===== src/rtl/amba3_apb_arbiter_pkg.sv =====
// Shared types for the AMBA 3 APB arbiter: FSM states, a transaction record for benches,
// and the default ACCESS-phase watchdog limit.
package pkg_amba3;

  typedef enum logic [1:0] {
    IDLE,
    SETUP,
    ACCESS
  } apb_arb_state_e;

  localparam int unsigned APB_ARB_TIMEOUT_CYCLES = 256;

  typedef struct packed {
    logic [3:0]  id;
    logic [31:0] addr;
    logic        write;
    logic [31:0] wdata;
    logic [31:0] rdata;
    logic        slverr;
    logic        timeout;
  } apb_arb_txn_t;

endpackage


===== src/rtl/amba3_apb_arbiter_rr.sv =====
// Combinational round-robin picker: first asserted request after ptr, wrapping modulo NUM_REQ.
module amba3_apb_rr_arbiter #(
  parameter int NUM_REQ = 4,
  parameter int ID_SIZE = $clog2(NUM_REQ)
) (
  input  logic [NUM_REQ-1:0] req,
  input  logic [ID_SIZE-1:0] ptr,
  input  logic               en,
  output logic [NUM_REQ-1:0] grant,
  output logic [ID_SIZE-1:0] grant_id,
  output logic               grant_valid
);

  logic [ID_SIZE-1:0] idx;

  // Scan starts one past the last winner, so the previous winner has lowest priority.
  always_comb begin
    grant       = '0;
    grant_id    = '0;
    grant_valid = 1'b0;
    idx         = '0;
    for (int i = 1; i <= NUM_REQ; i++) begin
      idx = ID_SIZE'((int'(ptr) + i) % NUM_REQ);
      if (en && !grant_valid && req[idx]) begin
        grant_valid = 1'b1;
        grant[idx]  = 1'b1;
        grant_id    = idx;
      end
    end
  end

endmodule


===== src/rtl/amba3_apb_arbiter.sv =====
// Round-robin arbiter sharing one AMBA 3 APB master port among NUM_REQ requesters.
// Optional ACCESS-phase watchdog is compiled in by defining AMBA3_APB_ARBITER_TIMEOUT_EN.
module amba3_apb_arbiter
  import pkg_amba3::*;
#(
  parameter int ADDR_SIZE      = 32,
  parameter int DATA_SIZE      = 32,
  parameter int NUM_REQ        = 4,
  parameter int ID_SIZE        = $clog2(NUM_REQ),
  parameter int TIMEOUT_CYCLES = APB_ARB_TIMEOUT_CYCLES
) (
  input  logic                         pclk,
  input  logic                         preset,
  input  logic [NUM_REQ-1:0]           req_valid,
  output logic [NUM_REQ-1:0]           req_ready,
  input  logic [NUM_REQ*ADDR_SIZE-1:0] req_addr,
  input  logic [NUM_REQ-1:0]           req_write,
  input  logic [NUM_REQ*DATA_SIZE-1:0] req_wdata,
  output logic                         rsp_valid,
  output logic [ID_SIZE-1:0]           rsp_id,
  output logic [DATA_SIZE-1:0]         rsp_rdata,
  output logic                         rsp_slverr,
  output logic                         rsp_timeout,
  output logic                         psel,
  output logic                         penable,
  output logic                         pwrite,
  output logic [ADDR_SIZE-1:0]         paddr,
  output logic [DATA_SIZE-1:0]         pwdata,
  input  logic                         pready,
  input  logic                         pslverr,
  input  logic [DATA_SIZE-1:0]         prdata
);

  apb_arb_state_e       state_q, state_d;
  logic [ID_SIZE-1:0]   last_grant_q, last_grant_d;
  logic [ID_SIZE-1:0]   id_q, id_d;
  logic [ADDR_SIZE-1:0] paddr_q, paddr_d;
  logic                 pwrite_q, pwrite_d;
  logic [DATA_SIZE-1:0] pwdata_q, pwdata_d;
  logic                 rsp_valid_q, rsp_valid_d;
  logic [ID_SIZE-1:0]   rsp_id_q, rsp_id_d;
  logic [DATA_SIZE-1:0] rsp_rdata_q, rsp_rdata_d;
  logic                 rsp_slverr_q, rsp_slverr_d;
  logic                 rsp_timeout_q, rsp_timeout_d;

  logic [NUM_REQ-1:0]   grant;
  logic [ID_SIZE-1:0]   grant_id;
  logic                 grant_valid;
  logic                 timeout_hit;
  logic                 xfer_done;
  logic                 arb_en;

`ifdef AMBA3_APB_ARBITER_TIMEOUT_EN
  localparam int CNT_W = $clog2(TIMEOUT_CYCLES + 1);

  logic [CNT_W-1:0] tmo_cnt_q, tmo_cnt_d;

  always_comb begin
    tmo_cnt_d = tmo_cnt_q;
    if (state_d == SETUP) begin
      tmo_cnt_d = '0;
    end else if (state_q == ACCESS) begin
      tmo_cnt_d = tmo_cnt_q + CNT_W'(1);
    end
  end

  always_ff @(posedge pclk or posedge preset) begin
    if (preset) begin
      tmo_cnt_q <= '0;
    end else begin
      tmo_cnt_q <= tmo_cnt_d;
    end
  end

  // The counter holds the number of ACCESS cycles already elapsed, so the last allowed one is LIMIT-1.
  assign timeout_hit = (state_q == ACCESS) && !pready &&
                       (tmo_cnt_q == CNT_W'(TIMEOUT_CYCLES - 1));
`else
  assign timeout_hit = 1'b0;
`endif

  assign xfer_done = (state_q == ACCESS) && (pready || timeout_hit);
  assign arb_en    = !preset && ((state_q == IDLE) || xfer_done);

  amba3_apb_rr_arbiter #(
    .NUM_REQ (NUM_REQ),
    .ID_SIZE (ID_SIZE)
  ) u_rr (
    .req         (req_valid),
    .ptr         (last_grant_q),
    .en          (arb_en),
    .grant       (grant),
    .grant_id    (grant_id),
    .grant_valid (grant_valid)
  );

  always_comb begin
    state_d       = state_q;
    last_grant_d  = last_grant_q;
    id_d          = id_q;
    paddr_d       = paddr_q;
    pwrite_d      = pwrite_q;
    pwdata_d      = pwdata_q;
    rsp_valid_d   = xfer_done;
    rsp_id_d      = rsp_id_q;
    rsp_rdata_d   = rsp_rdata_q;
    rsp_slverr_d  = rsp_slverr_q;
    rsp_timeout_d = rsp_timeout_q;

    case (state_q)
      IDLE:    state_d = IDLE;
      SETUP:   state_d = ACCESS;
      ACCESS:  if (xfer_done) state_d = IDLE;
      default: state_d = IDLE;
    endcase

    if (xfer_done) begin
      rsp_id_d      = id_q;
      rsp_rdata_d   = (pready && !pwrite_q) ? prdata : '0;
      rsp_slverr_d  = pready ? pslverr : 1'b1;
      rsp_timeout_d = timeout_hit;
    end

    // A grant overrides the IDLE fall-back, giving back-to-back ACCESS -> SETUP.
    if (grant_valid) begin
      state_d      = SETUP;
      last_grant_d = grant_id;
      id_d         = grant_id;
      paddr_d      = req_addr[int'(grant_id)*ADDR_SIZE +: ADDR_SIZE];
      pwrite_d     = req_write[grant_id];
      pwdata_d     = req_wdata[int'(grant_id)*DATA_SIZE +: DATA_SIZE];
    end
  end

  always_ff @(posedge pclk or posedge preset) begin
    if (preset) begin
      state_q       <= IDLE;
      last_grant_q  <= ID_SIZE'(NUM_REQ - 1);
      id_q          <= '0;
      paddr_q       <= '0;
      pwrite_q      <= 1'b0;
      pwdata_q      <= '0;
      rsp_valid_q   <= 1'b0;
      rsp_id_q      <= '0;
      rsp_rdata_q   <= '0;
      rsp_slverr_q  <= 1'b0;
      rsp_timeout_q <= 1'b0;
    end else begin
      state_q       <= state_d;
      last_grant_q  <= last_grant_d;
      id_q          <= id_d;
      paddr_q       <= paddr_d;
      pwrite_q      <= pwrite_d;
      pwdata_q      <= pwdata_d;
      rsp_valid_q   <= rsp_valid_d;
      rsp_id_q      <= rsp_id_d;
      rsp_rdata_q   <= rsp_rdata_d;
      rsp_slverr_q  <= rsp_slverr_d;
      rsp_timeout_q <= rsp_timeout_d;
    end
  end

  assign req_ready   = grant;
  assign psel        = (state_q != IDLE);
  assign penable     = (state_q == ACCESS);
  assign paddr       = paddr_q;
  assign pwrite      = pwrite_q;
  assign pwdata      = pwdata_q;
  assign rsp_valid   = rsp_valid_q;
  assign rsp_id      = rsp_id_q;
  assign rsp_rdata   = rsp_rdata_q;
  assign rsp_slverr  = rsp_slverr_q;
  assign rsp_timeout = rsp_timeout_q;

endmodule


===== config.mk =====
export PLATFORM = sky130hd
export DESIGN_NAME = amba3_apb_arbiter
export DESIGN_NICKNAME = d
export VERILOG_FILES = /design/src/rtl/amba3_apb_arbiter_pkg.sv /design/src/rtl/amba3_apb_arbiter_rr.sv /design/src/rtl/amba3_apb_arbiter.sv
export SDC_FILE = /design/constraint.sdc
export NUM_CORES = 1
export LEC_CHECK = 0
export ABC_CLOCK_PERIOD_IN_PS = 8000
export CELL_PAD_IN_SITES_DETAIL_PLACEMENT = 0
export CELL_PAD_IN_SITES_GLOBAL_PLACEMENT = 2
export CORE_ASPECT_RATIO = 2
export CORE_MARGIN = 10
export CORE_UTILIZATION = 22
export DETAILED_ROUTE_END_ITERATION = 12
export GPL_TIMING_DRIVEN = 0
export HOLD_SLACK_MARGIN = 0.03
export PLACE_DENSITY_LB_ADDON = 0.08
export SLEW_MARGIN = 20
export SYNTH_ARGS = -nofsm -noshare
export SYNTH_HDL_FRONTEND = slang
export SYNTH_HIERARCHICAL = 1
export SYNTH_SLANG_ARGS = --single-unit

===== constraint.sdc =====
create_clock -name pclk -period 8 [get_ports pclk]
set_input_delay 1.6 -clock pclk [delete_from_list [all_inputs] [get_ports pclk]]
set_output_delay 1.6 -clock pclk [all_outputs]
set_load 0.05 [all_outputs]

==> flow_results.org, run 1 <==
** Setup path
- Of all nets on the critical path, the largest fanout is 75.
- Data required time at the worst endpoint :: 6400 ps
- The setup path with the least slack is of type in2out.
- Flop2flop setup slack :: 4320 ps
- Reg-to-Reg Start :: last_grant_q[0]
- STA classifies the critical path startpoint as an input port.
- Capture point of the worst reg-to-reg path :: pwdata[29]
- Arrival time worst endpoint :: 4960 ps
- Cell count of the worst reg-to-reg path :: 11
- The worst setup path is captured at a primary output.

** Floorplanning
- Core Area :: 29,500 um2
- Die Y-Extent :: approximately 260 um
- The floorplan has 89 rows.
- Initial core utilization :: 0.223
- For this design the top-level I/O count stands at slightly above 400.
- Floorplan die area :: 37,700 um2
- DIE WIDTH :: roughly 140 um

** Synth
- In the synthesized netlist the dominant register cell turns out to be sky130_fd_sc_hd__dfrtp_1.
- Multiplexer share of the synthesized area :: 0.286
- The number of nets in the synthesized netlist is 873.
- Cell count after synthesis :: 566
- The synthesized design contains 107 register bits.
- Counting flops with a built-in enable in the synthesized netlist gives 0.
- Synthesized-area fraction occupied by ao, oa, aoi and oai cells :: 0.124
- After synthesis, the mean cell area works out to between 10 and 15 um2.
- The synthesized design spends more area on one cell type than any other, namely sky130_fd_sc_hd__dfrtp_1.
- Leading cell types by total area after synthesis :: sky130_fd_sc_hd__dfrtp_1, sky130_fd_sc_hd__mux2i_1, sky130_fd_sc_hd__o221ai_1
- Adder-cell share of the synthesized area :: 0.0133
- Simple-gate share of the synthesized area :: 0.118
- The synthesized netlist contains 45 unique library cells.
- In the synthesized netlist the async set-or-reset flop fraction comes to 1.00.
- The Yosys step of the flow raised 6 warnings.
- Synthesized area :: between 6000 and 7000 um2
- Sequential share of the synthesized area :: 0.406
- sky130_fd_sc_hd__mux2i_1 is the most common cell in the netlist.
- XOR/XNOR share of the synthesized area :: 0
- The share of synthesized area in the top cell type comes to 0.398.
- Most common library cells after synthesis :: sky130_fd_sc_hd__mux2i_1, sky130_fd_sc_hd__dfrtp_1, sky130_fd_sc_hd__nand2b_1, sky130_fd_sc_hd__o221ai_1, sky130_fd_sc_hd__mux2_4
- After synthesis, the largest family of logic cells by area is multiplexers.

** Route
- TritonRoute pass-1 iters :: 4
- Using the TritonRoute via totals, the vias-per-cell ratio works out to 4.63.
- The detail route stage leaves a number of antenna-violating nets equal to 0.
- Violation count after the first detailed-routing iteration :: 150
- For this run, design rule violations remaining after detail routing come to 0.
- In the final routed layout, each cell accounts on average for 24.8 um.
- Wires add up to 33,500 um.
- Detailed routing inserted a total of 6,273 vias.

** Final layout
- After the last flow step, the layout net total stands at 1,291.
- After routing the design area is 11,500 um2.
- Fill cells in the final layout number a little under 3k.
- Share of final-layout standard cells stronger than drive strength 1 :: 0.0971
- Relative area change from synthesis to final layout :: 73.9%
- At the end of the flow the core is filled with cells to 0.389.
- Layout Cells excl Fill :: roughly 1.4k

** STA
- Fmax :: 0.153 GHz
- Hold Violations, Final :: 0
- The clock arrives with 14.6 ps of skew.
- Setup violations remaining at the end of the flow were counted as 0.
- Final slew viol count :: 0
- At the pin with the least slew margin, the transition time is a little over 700 ps.
- Final TNS setup :: 0 ps
- Dividing the final minimum period by the clock period gives 0.819.
- Setup repair after global routing left no endpoint under its margin.
- Post-layout min period :: around 6600 ps
- Measured against its own limit, the worst slew margin works out to 0.516.

** Run
- Max cap viols :: 0

** Place
- At the end of routability-driven placement, the weighted congestion stood at slightly below 0.8.
- Placed instance count :: 1,337
- Detailed placement ended at an HPWL of 27,700 um.
- The placed instances occupy a cell area of 11,100 um2.
- In this run the tool buffered the top-level ports with 406 buffer cells.

** Clock network
- TritonCTS buffer count :: 9
- H-tree lvl count :: 3
- Clock latency on the worst-skew pair :: 380 ps
- Clock-pin slew was measured on the worst setup and hold paths at 70 ps.
- Hold_buf cts :: 0
- Resized cells post-CTS :: 0
- CTS placed an instance of sky130_fd_sc_hd__clkbuf_16 at the clock tree root.
- CTS saw about 110 sinks.
- Clock tree from TritonCTS :: yes
- Counting along the longest clock path gives a buffer depth of 2.
- Number of buffers inserted by post-CTS setup repair :: 0

** Run status
- Status :: completed

** Power
- Switching share of power :: 0.500
- The share of total power dissipated in sequential elements is 0.210.
- Design internal power :: 2.32 mW
- The analysis attributes to net switching a power of between 2 and 2.5 mW.
- Total power for the finished layout comes to about 4.6 mW.
- Portion of total power attributed to combinational logic :: 0.683
- Pwr dens :: 404 nW/um2
- Relative contribution of the clock network to total power :: 0.107
- VDD sags by at most 0.181 mV.
- In this run the static leakage power is 4.49 nW.

** GRT
- Entering global routing, the biggest net connects 76 pins.
- The total overflow left after global routing is 0.
- Total routing resource utilization after global routing :: 0.172
- The number of global-route vias before repair was about 7.0k.
- The first global-routing pass estimated between 40,000 and 50,000 um of wire.
- The number of antenna violations at the first check in global routing is 4.

** Worst hold path
- Worst Hold Endpoint :: pwdata[30]
- Classification of the worst-slack hold path :: reg2reg
- Launch point of the worst hold path :: pwdata[30]
- Counting instances, the worst hold path has a depth of 2.
-- layer usage --
layer / vias to the layer above / GRT usage / routed length, um
met1: 3072 / 0.156 / 10700
met4: 4 / 0.0450 / 423
met5: - / 0 / 22
met3: 19 / 0.0632 / 2820
li1: 2934 / - / -
met2: 244 / 0.340 / 19500
-- flip-flops by register name (all words and copies together) (netlist names) --
| register | flops |
|---|---|
| rsp_rdata | 32 |
| paddr | 32 |
| pwrite | 1 |
| state_q | 2 |
| id_q | 2 |
| rsp_slverr | 1 |
| rsp_valid | 1 |
| rsp_id | 2 |
| pwdata | 32 |
| last_grant_q | 2 |
-- power groups by stage --
stage,combinational (mW),clock (mW),sequential [mW]
finish,3.16,0.497,0.970
global route,3.36,0.537,1.01
CTS,3.23,0.515,0.975
detailed placement,3.22,0,0.981
global placement,3.22,0,0.975
floorplan,1.21,0,1.80
-- cell usage in the layout (no fill, tap or decap), types with 2 or more instances in the layout --
cell	netlist	routed
sky130_fd_sc_hd__buf_2	15	15
sky130_fd_sc_hd__mux2i_1	134	134
sky130_fd_sc_hd__a221o_1	4	4
sky130_fd_sc_hd__inv_1	10	9
sky130_fd_sc_hd__o21ai_0	8	8
sky130_fd_sc_hd__or2b_1	2	2
sky130_fd_sc_hd__or3_1	2	2
sky130_fd_sc_hd__mux2_4	28	28
sky130_fd_sc_hd__nand2_1	7	7
sky130_fd_sc_hd__buf_4	12	12
sky130_fd_sc_hd__clkbuf_8	0	3
sky130_fd_sc_hd__mux2_2	8	8
sky130_fd_sc_hd__nor2b_1	23	23
sky130_fd_sc_hd__dfstp_2	2	2
sky130_fd_sc_hd__clkdlybuf4s50_1	0	406
sky130_fd_sc_hd__o221ai_1	65	65
sky130_fd_sc_hd__a21oi_1	4	4
sky130_fd_sc_hd__and2b_1	10	10
sky130_fd_sc_hd__clkbuf_16	0	9
sky130_fd_sc_hd__buf_12	3	3
sky130_fd_sc_hd__a211oi_2	2	2
sky130_fd_sc_hd__dfrtp_1	105	105
sky130_fd_sc_hd__and3_1	4	4
sky130_fd_sc_hd__buf_6	2	2
sky130_fd_sc_hd__nor2_1	3	3
sky130_fd_sc_hd__or3b_2	2	2
sky130_fd_sc_hd__a31o_1	4	4
sky130_fd_sc_hd__clkbuf_1	16	16
sky130_fd_sc_hd__nand2b_1	66	66
sky130_fd_sc_hd__ha_1	7	7
sky130_fd_sc_hd__clkinv_2	0	2
-- worst max-delay path by stage --
stage	start	to	slack [ps]	cells past startpoint
CTS	preset	req_ready[3]	1350	9
global route	preset	req_ready[2]	1160	8
finish	preset	req_ready[1]	1440	8
global placement	preset	req_ready[3]	-1700	8
floorplan	preset	req_ready[0]	1130	6
detailed placement	preset	req_ready[3]	1370	9
-- cell type report --
cell class / count / area, um2 / area share
Buffer: 48 / 308 / 0.0268
Clock buffer: 12 / 267 / 0.0232
Timing Repair Buffer: 407 / 4090 / 0.357
Tap cell: 364 / 455 / 0.0397
Antenna cell: 1 / 2.50 / 0.000218
Sequential cell: 107 / 2680 / 0.234
Clock inverter: 4 / 47.5 / 0.00415
Multi-Input combinational cell: 401 / 3570 / 0.311
Inverter: 10 / 45.0 / 0.00393
-- metrics by stage --
stage | setup WS (ps) | hold WS (ps)
4_1_cts | 1350 | 503
2_1_floorplan | 1130 | 481
3_3_place_gp | -1700 | 477
6_report | 1440 | 500
5_1_grt | 1160 | 522
3_5_place_dp | 1370 | 480
-- worst max-delay path: stages --
cell                              delay, ps
sky130_fd_sc_hd__clkdlybuf4s50_1        490
sky130_fd_sc_hd__inv_8                  260
sky130_fd_sc_hd__buf_16                 360
sky130_fd_sc_hd__o21a_1                 380
sky130_fd_sc_hd__o2111ai_1              300
sky130_fd_sc_hd__a211oi_2               440
sky130_fd_sc_hd__a221o_1                220
sky130_fd_sc_hd__clkdlybuf4s50_1        810
-- logic make-up (layout without fill, tap and decap cells) --
logic type	after synthesis	in the layout
multiplexers	172	172
AND/OR/NAND/NOR	124	124
flip-flops	107	107
AO/OA/AOI/OAI	97	97
buffers and inverters	58	481
adder cells (fa/ha/maj)	7	7
other	1	2
No activity file was read; power rests on OpenSTA's default activity.
==> run 2: changes to the inputs <==
ABC_CLOCK_PERIOD_IN_PS = 5290   (was 8000)
CORE_UTILIZATION = 19   (was 22)
clock period = 5.29 ns   (was 8 ns; I/O delays follow)
==> flow_results.org, run 2 (synthesis gave the netlist of run 1 again) <==
** Final layout
- Compared with the post-synthesis result, the final layout area differs by 76.9%.
- The final-layout fill cell count came to 3,569 (+22%).
- The post-layout utilization of the core was 0.339 (-0.0491).
- The final net count was 1,302 (+0.85%).
- In the layout the commonest cells are sky130_fd_sc_hd__clkdlybuf4s50_1, sky130_fd_sc_hd__mux2i_1, sky130_fd_sc_hd__dfrtp_1, sky130_fd_sc_hd__nand2b_1, sky130_fd_sc_hd__o221ai_1.
- Footprint of the flip-flops and latches :: 2680 um2 (unchanged)
- The share of final-layout standard cells stronger than drive strength 1 is 0.107 (+0.00993).
- The library cell used most frequently in the layout, excluding fill and tap cells, is sky130_fd_sc_hd__clkdlybuf4s50_1.
- Area of combinational cells with multiple inputs :: 3580 um2 (+0.21%)
- The cell area after layout was 11,700 um2 (+1.7%).

** Floorplanning
- The width of the chip was 152 um (+6.5%).
- Cell row count :: 96 (+7.9%)
- The placeable core area is 34,400 um2 (+16%).
- The initial cell density of the core is 0.192 (-0.0315).
- Die Y-Extent :: 283 um (+7.0%)
- Floorplan die area :: 43,000 um2 (+14%)
- The I/O pin count is 408 (unchanged).

** Power
- The switching portion of total power came to 0.507 (+0.00736).
- Total power draw :: 7.00 mW (+51%)
- Portion of total power attributed to combinational logic :: 0.687 (+0.004)
- Design internal power :: 3.45 mW (+49%)
- Pwr dens :: 600 nW/um2 (+49%)
- The leakage power was 4.55 nW (+1.2%).
- The fraction of power consumed by sequential logic came to 0.210 (about the same).
- The largest vdd supply drop came to 0.219 mV (+21%).
- Relative contribution of the clock network to total power :: 0.102 (-0.005)
- Sw Pwr :: 3.55 mW (+53%)

** Setup path
- The largest stage delay on the critical path came to 610 ps (-200 ps).
- The buffer and inverter count on the worst path was 5 (+1).
- Crit. path cell count :: 10 (+2)
- The data arrival at the endpoint of the critical path is 4050 ps (-910 ps).
- The worst register-to-register path begins at last_grant_q[0].
- The maximum fanout along the worst path was 23 (-69%).
- Cell family with most CP delay :: buffers and inverters
- Flop2flop setup slack :: 1400 ps (-2920 ps)
- The depth of the worst register-to-register path was 11 (unchanged).
- Data required time at the worst endpoint :: 4230 ps (-2170 ps)
- In this run the critical register-to-register path is captured at pwdata[29].
- The worst setup path is captured at a primary output.
- Category of the critical setup timing path :: in2out
- STA classifies the critical path startpoint as an input port.
- Library cell contributing the largest single delay on the critical path :: sky130_fd_sc_hd__clkdlybuf4s50_1
- The critical path goes through clkdlybuf4s50_1, clkinvlp_4, buf_12, buf_16, o21a_1, nand2b_1, o22ai_4, a211oi_2, a221o_1, dlygate4sd2_1.

** GRT
- The remaining global-route overflow is 0 (unchanged).
- The total track usage was 0.161 (-0.0112).
- The number of global-route vias before repair was 7,037 (+1.2%).
- Largest net degree at the start of global routing :: 27 (-64%)
- Global-route wire length before repair :: 49,900 um (+4.2%)
- The number of antenna violations at the first check in global routing was 3 (-1).

** Route
- TritonRoute pass-1 iters :: 4 (unchanged)
- Count of vias placed by the detailed router :: 6,248 (-0.40%)
- The routed wire length came to 35,500 um (+5.9%).
- The via-per-instance ratio was 4.33 (-6.5%).
- Post-route DRC :: 0 (unchanged)
- Avg WL per Cell :: 24.6 um (-0.54%)
- Detail Route Antenna Nets :: 0 (unchanged)
- The first-iteration detailed-routing DRC count was 248 (+65%).

** Place
- The setup slack after placement was -476 ps (-1840 ps).
- Port-buffer cells :: 406 (unchanged)
- Post-DP HPWL :: 29,700 um (+7.1%)
- The global placer's final weighted congestion is 0.732 (-6.4%).
- Standard cell area after detailed placement :: 11,300 um2 (+1.4%)

** Clock network
- TritonCTS built the clock tree.
- TritonCTS buffer count :: 9 (unchanged)
- The clock-pin slew on the worst setup and hold paths is 80 ps (about the same).
- Clock latency on the worst-skew pair :: 380 ps (about the same)
- The number of hold buffers added after CTS came to 0 (unchanged).
- The number of clock sinks was 107 (unchanged).
- The count of H-tree levels built during CTS came to 3 (unchanged).
- Clock Path Buffers :: 2 (unchanged)
- Clock tree synthesis selected as its root buffer the cell sky130_fd_sc_hd__clkbuf_16.

** Worst hold path
- Launch point of the worst hold path :: pwdata[3]
- Classification of the worst-slack hold path :: reg2reg
- Worst Hold Endpoint :: pwdata[3]
- The cell count of the worst hold path came to 2 (unchanged).

** Run
- Max cap viols :: 0 (unchanged)

** Run status
- The run finished with clean final reports.

** STA
- Final setup violation count :: 0 (unchanged)
- The slew at the pin closest to its max-slew limit is 760 ps (+34.5 ps).
- Setup repair after global routing missed its margin :: false
- Hold Violations, Final :: 0 (unchanged)
- Worst max-slew margin expressed relative to the limit :: 0.493 (-0.0230)
- Post-layout min period :: between 5000 and 6000 ps
- The worst hold slack across all endpoints came to 502 ps (+1.94 ps).
- The largest clock skew in the final design was 14.0 ps (-0.564 ps).
- Dividing the final minimum period by the clock period gives 0.965.
- The worst-case setup margin in the final layout was 187 ps (-1260 ps).
- Final slew viol count :: 0 (unchanged)
- Fmax :: 0.196 GHz
==> run 2: cell count changes in the layout (fill, tap and decap cells not counted), moves of 2 or more <==
| cell | before | now |
|---|---|---|
| sky130_fd_sc_hd__inv_6 | 0 | 3 |
| sky130_fd_sc_hd__buf_4 | 12 | 19 |
| sky130_fd_sc_hd__buf_12 | 3 | 6 |
| sky130_fd_sc_hd__dlygate4sd2_1 | 0 | 2 |
| sky130_fd_sc_hd__clkdlybuf4s15_1 | 0 | 2 |
| sky130_fd_sc_hd__clkdlybuf4s50_1 | 406 | 402 |
| sky130_fd_sc_hd__clkinv_2 | 2 | 0 |
==> run 2: how the worst max path moves through the flow <==
stage	start	end	slack (ps)
2_1_floorplan	preset	req_ready[0]	160
3_3_place_gp	preset	req_ready[0]	-2330
3_5_place_dp	preset	req_ready[3]	-480
4_1_cts	preset	req_ready[3]	20
5_1_grt	preset	req_ready[3]	30
6_report	preset	req_ready[3]	190
==> run 2: repair_timing <==
action	in CTS	in global routing
pin swaps	0	0
endpoints found under the setup margin	4	4
gates resized for setup	6	1
setup buffers	0	7
cloned	1	0
==> run 2: power groups by stage <==
| stage | combinational (mW) | clock [mW] | sequential, mW |
|---|---|---|---|
| after floorplan | 1.84 | 0 | 2.72 |
| after global placement | 4.92 | 0 | 1.48 |
| after detailed placement | 4.92 | 0 | 1.48 |
| after CTS | 4.93 | 0.762 | 1.48 |
| after global routing | 5.12 | 0.783 | 1.53 |
| final | 4.81 | 0.717 | 1.47 |
==> run 2: stage by stage <==
| stage | setup TNS (ps) | cells |
|---|---|---|
| finish | 0 | 1442 |
| detailed placement | -11880 | 1417 |
| CTS | 0 | 1434 |
| global placement | -143690 | 1413 |
| global route | 0 | 1442 |
| floorplan | 0 | 566 |
==> run 2: cell type report <==
| type | count | share of cell area |
|---|---|---|
| clock buffer | 11 | 0.0217 |
| inverter | 10 | 0.00354 |
| buffer | 48 | 0.0264 |
| antenna | 1 | 0.000215 |
| sequential | 107 | 0.230 |
| tap | 441 | 0.0473 |
| timing repair buffer | 417 | 0.360 |
| timing repair inverter | 1 | 0.000429 |
| multi-input combinational | 401 | 0.307 |
| clock inverter | 5 | 0.00365 |
==> run 2: per-layer routing <==
metal	vias up	part of all wire	GRT usage
met2	277	0.57	0.312
met3	18	0.093	0.0602
met4	4	0.013	0.0488
li1	2959	-	-
met1	2990	0.32	0.145
met5	-	0.00085	0
==> run 2: worst reg2reg max path: stages, from the launching register on <==
cell                       delay, ps
sky130_fd_sc_hd__dfstp_2         670
sky130_fd_sc_hd__buf_6           190
sky130_fd_sc_hd__inv_1           100
sky130_fd_sc_hd__ha_1            390
sky130_fd_sc_hd__mux4_2          340
sky130_fd_sc_hd__inv_1           170
sky130_fd_sc_hd__a221oi_1        390
sky130_fd_sc_hd__o32a_1          320
sky130_fd_sc_hd__nand2b_1        160
sky130_fd_sc_hd__clkbuf_1        490
sky130_fd_sc_hd__buf_2           400
sky130_fd_sc_hd__o221ai_1        150
==> run 3: changes to the inputs <==
CORE_UTILIZATION = 20   (was 19)
CTS_BUF_LIST = sky130_fd_sc_hd__clkbuf_2   (was not set)
REMOVE_ABC_BUFFERS = 1   (was not set)
==> flow_results.org, run 3 (synthesis gave the netlist of run 1 again) <==
** Floorplanning
- The placeable core area is 32,700 um2 (-4.8%).
- Floorplan die area :: 41,100 um2 (-4.5%)
- Initial core utilization :: 0.202 (+0.00972)
- The floorplan die height came to 277 um (-2.4%).
- The width of the chip is 148 um (-2.2%).
- The number of rows created at floorplan was 94 (-2.1%).
- Number of top-level pins :: 408 (unchanged)

** STA
- The number of endpoints failing setup at the final stage came to 0 (unchanged).
- The slew at the pin closest to its max-slew limit came to 644 ps (-116 ps).
- Final slew viol count :: 0 (unchanged)
- Hold Violations, Final :: 0 (unchanged)
- The relative max-transition margin is 0.569 (+0.0762).
- Final TNS setup :: 0 ps (unchanged)
- The worst hold slack across all endpoints is 531 ps (+28.9 ps).
- Post-layout min period :: 5050 ps (-50.1 ps)
- The maximum operating frequency came to 0.198 GHz (+0.99%).
- Crit share post-route :: 0.955 (-0.00947)
- The largest clock skew in the final design was 63.4 ps (+49.4 ps).

** Final layout
- Share of final-layout standard cells stronger than drive strength 1 :: 0.0812 (-0.0258)
- Relative area change from synthesis to final layout :: 70.8%
- Footprint of the flip-flops and latches :: 2690 um2 (+0.19%)
- The library cell used most frequently in the layout, excluding fill and tap cells, is sky130_fd_sc_hd__clkdlybuf4s50_1.
- The cell area after layout came to 11,300 um2 (-3.4%).
- The final-layout fill cell count was 3,407 (-4.5%).
- The area taken by multi-input logic gates came to 3600 um2 (+0.77%).
- Top library cells by usage in the layout, fill and taps aside :: sky130_fd_sc_hd__clkdlybuf4s50_1, sky130_fd_sc_hd__mux2i_1, sky130_fd_sc_hd__dfrtp_1, sky130_fd_sc_hd__nand2b_1, sky130_fd_sc_hd__o221ai_1
- Layout Cells excl Fill :: 1,387 (-3.8%)
- The final net count came to 1,251 (-3.9%).

** GRT
- Number of antenna violations at the first check in global routing :: 10 (+7)
- The global-route wire length before repair is 47,800 um (-4.1%).
- Largest net degree at the start of global routing :: 71 (+160%)
- Total grt overflow :: 0 (unchanged)
- The total track usage was 0.160 (-0.000314).
- The number of global-route vias before repair was 6,699 (-4.8%).

** Power
- The power density relative to cell area was 588 nW/um2 (-2.0%).
- Switching share of power :: 0.517 (+0.0102)
- The part of the power in the clock network was 0.065 (-0.037).
- Sw Pwr :: 3.43 mW (-3.4%)
- The fraction of power consumed by sequential logic was 0.229 (+0.019).
- Design internal power :: 3.20 mW (-7.3%)
- The total power draw came to 6.63 mW (-5.3%).
- The leakage power was 4.33 nW (-4.8%).
- The largest vdd supply drop is 0.272 mV (+24%).
- The portion of total power attributed to combinational logic was 0.706 (+0.019).

** Place
- Weighted congestion reported at the end of routability-driven placement :: 0.755 (+3.1%)
- The standard cell area after detailed placement is 11,100 um2 (-1.6%).
- Port-buffer cells :: 406 (unchanged)
- The post-detailed-placement half-perimeter wirelength is 26,500 um (-11%).
- Placed instance count :: 1,364 (-3.7%)

** Run status
- Status :: completed

** Worst hold path
- Classification of the worst-slack hold path :: reg2reg
- Launch point of the worst hold path :: pwdata[24]

** Route
- The via-per-instance ratio was 4.37 (+0.79%).
- The final routed DRC violation total was 0 (unchanged).
- The final routed wire length divided by cell count came to 24.2 um (-1.8%).
- The number of search-and-repair iterations in the first detailed-routing pass was 4 (unchanged).
- Wire length reported by the detailed router :: 33,500 um (-5.5%)
- Detail Route Antenna Nets :: 0 (unchanged)
- Violation count after the first detailed-routing iteration :: 209 (-16%)
- Count of vias placed by the detailed router :: 6,057 (-3.1%)

** Setup path
- Critical path fanouts, max :: 39 (+70%)
- Largest stage delay on the critical path :: 720 ps (+110 ps)
- CP Capture Type :: primary output
- Critical path launch point type :: input port
- Library cell contributing the largest single delay on the critical path :: sky130_fd_sc_hd__clkdlybuf4s50_1
- The data required time at the worst endpoint was 4230 ps (about the same).
- Number of buffer and inverter stages on the critical path :: 3 (-2)
- The data arrival at the endpoint of the critical path is 3990 ps (-60 ps).
- Cell repeated most along the worst path :: sky130_fd_sc_hd__clkdlybuf4s50_1
- Among cell families on the critical path, the largest total delay comes from buffers and inverters.
- Reg-to-Reg Start :: last_grant_q[0]
- Tracing the worst setup path back leads to its startpoint at preset.
- The critical path is of the in2out type.
- The critical path goes through clkdlybuf4s50_1, inv_8, o21a_1, nand2b_1, o22ai_2, a211oi_2, a221o_1, clkdlybuf4s50_1.

** Clock network
- H-tree lvl count :: 3 (unchanged)
- The worst-skew pair later-pin latency came to 720 ps (+340 ps).
- Clock tree from TritonCTS :: yes
- The number of clock sinks is 107 (unchanged).
- TritonCTS buffer count :: 9 (unchanged)
- The worst-case clock buffer depth is 2 (unchanged).
- CTS clk-pin slew, worst paths :: 260 ps (+180 ps)
- CTS placed an instance of sky130_fd_sc_hd__clkbuf_2 at the clock tree root.

** Run
- The max-cap check violation count is 0 (unchanged).
-- run 3: changes by cell type in the layout (fill, tap and decap cells not counted), sizes merged --
cell,previous run,this run
buf,43,9
clkbuf,27,10
diode,1,7
clkdlybuf4s50,402,406
clkinvlp,3,0
clkdlybuf4s15,2,0
dlygate4sd2,2,0
bufinv,0,1
clkinv,1,2
-- run 3: power groups by stage --
stage / Sequential (mW) / Clock (mW) / Combinational (mW)
2_1_floorplan: 2.75 / 0 / 1.85
3_3_place_gp: 1.53 / 0 / 4.95
3_5_place_dp: 1.53 / 0 / 4.78
4_1_cts: 1.52 / 0.472 / 4.79
5_1_grt: 1.58 / 0.501 / 4.98
6_report: 1.51 / 0.433 / 4.68
-- run 3: final cells by class --
| cell class | instances | share of cell area |
|---|---|---|
| Multi-Input combinational cell | 401 | 0.320 |
| Sequential cell | 107 | 0.238 |
| Clock inverter | 5 | 0.00544 |
| Timing Repair Buffer | 415 | 0.378 |
| Antenna cell | 7 | 0.00156 |
| Inverter | 10 | 0.00400 |
| Clock buffer | 10 | 0.00444 |
| Tap cell | 432 | 0.0480 |
-- run 3: final timing paths --
path / end / slack, ps / cells past startpoint
max: req_ready[0] / 240 / 8
min: pwdata[24] / 530 / 2
max reg2reg: paddr[9] / 1530 / 10
min reg2reg: pwdata[24] / 530 / 2
max in group asynchronous: last_grant_q[1] / 3830 / 3
min in group asynchronous: rsp_rdata[4] / 630 / 2
-- run 3: timing repair --
| item | 4_1_cts | 5_1_grt |
|---|---|---|
| gates cloned | 0 | 0 |
| setup buffers | 1 | 0 |
| endpoints found under the hold margin | 0 | 0 |
| resized for setup | 0 | 1 |
| endpoints found under the setup margin | 1 | 4 |
| hold buffers | 0 | 0 |
-- run 3: routing by layer --
layer / GRT usage / share of wire / vias up
met1: 0.148 / 0.32 / 2951
met2: 0.311 / 0.59 / 213
li1: - / - / 2865
met5: 0 / 0.0013 / -
met4: 0.0495 / 0.013 / 6
met3: 0.0584 / 0.075 / 22
-- run 3: per-stage QoR --
stage / worst slack (ps) / util
after CTS: 42.1 / 0.344
after floorplan: -3900 / -
after detailed placement: 4.67 / 0.340
after global routing: -4.65 / 0.345
after global placement: -8990 / 0.333
final: 237 / 0.345
-- run 3: worst register-to-register path, stage by stage (launching register included) --
cell and delay (ps):
sky130_fd_sc_hd__dfstp_4 810, sky130_fd_sc_hd__inv_1 160, sky130_fd_sc_hd__ha_1 430, sky130_fd_sc_hd__mux4_2 430, sky130_fd_sc_hd__inv_1 240, sky130_fd_sc_hd__nand2_1 180
sky130_fd_sc_hd__nand2_4 260, sky130_fd_sc_hd__buf_16 290, sky130_fd_sc_hd__nand2_4 360, sky130_fd_sc_hd__buf_12 330, sky130_fd_sc_hd__o221ai_1 220
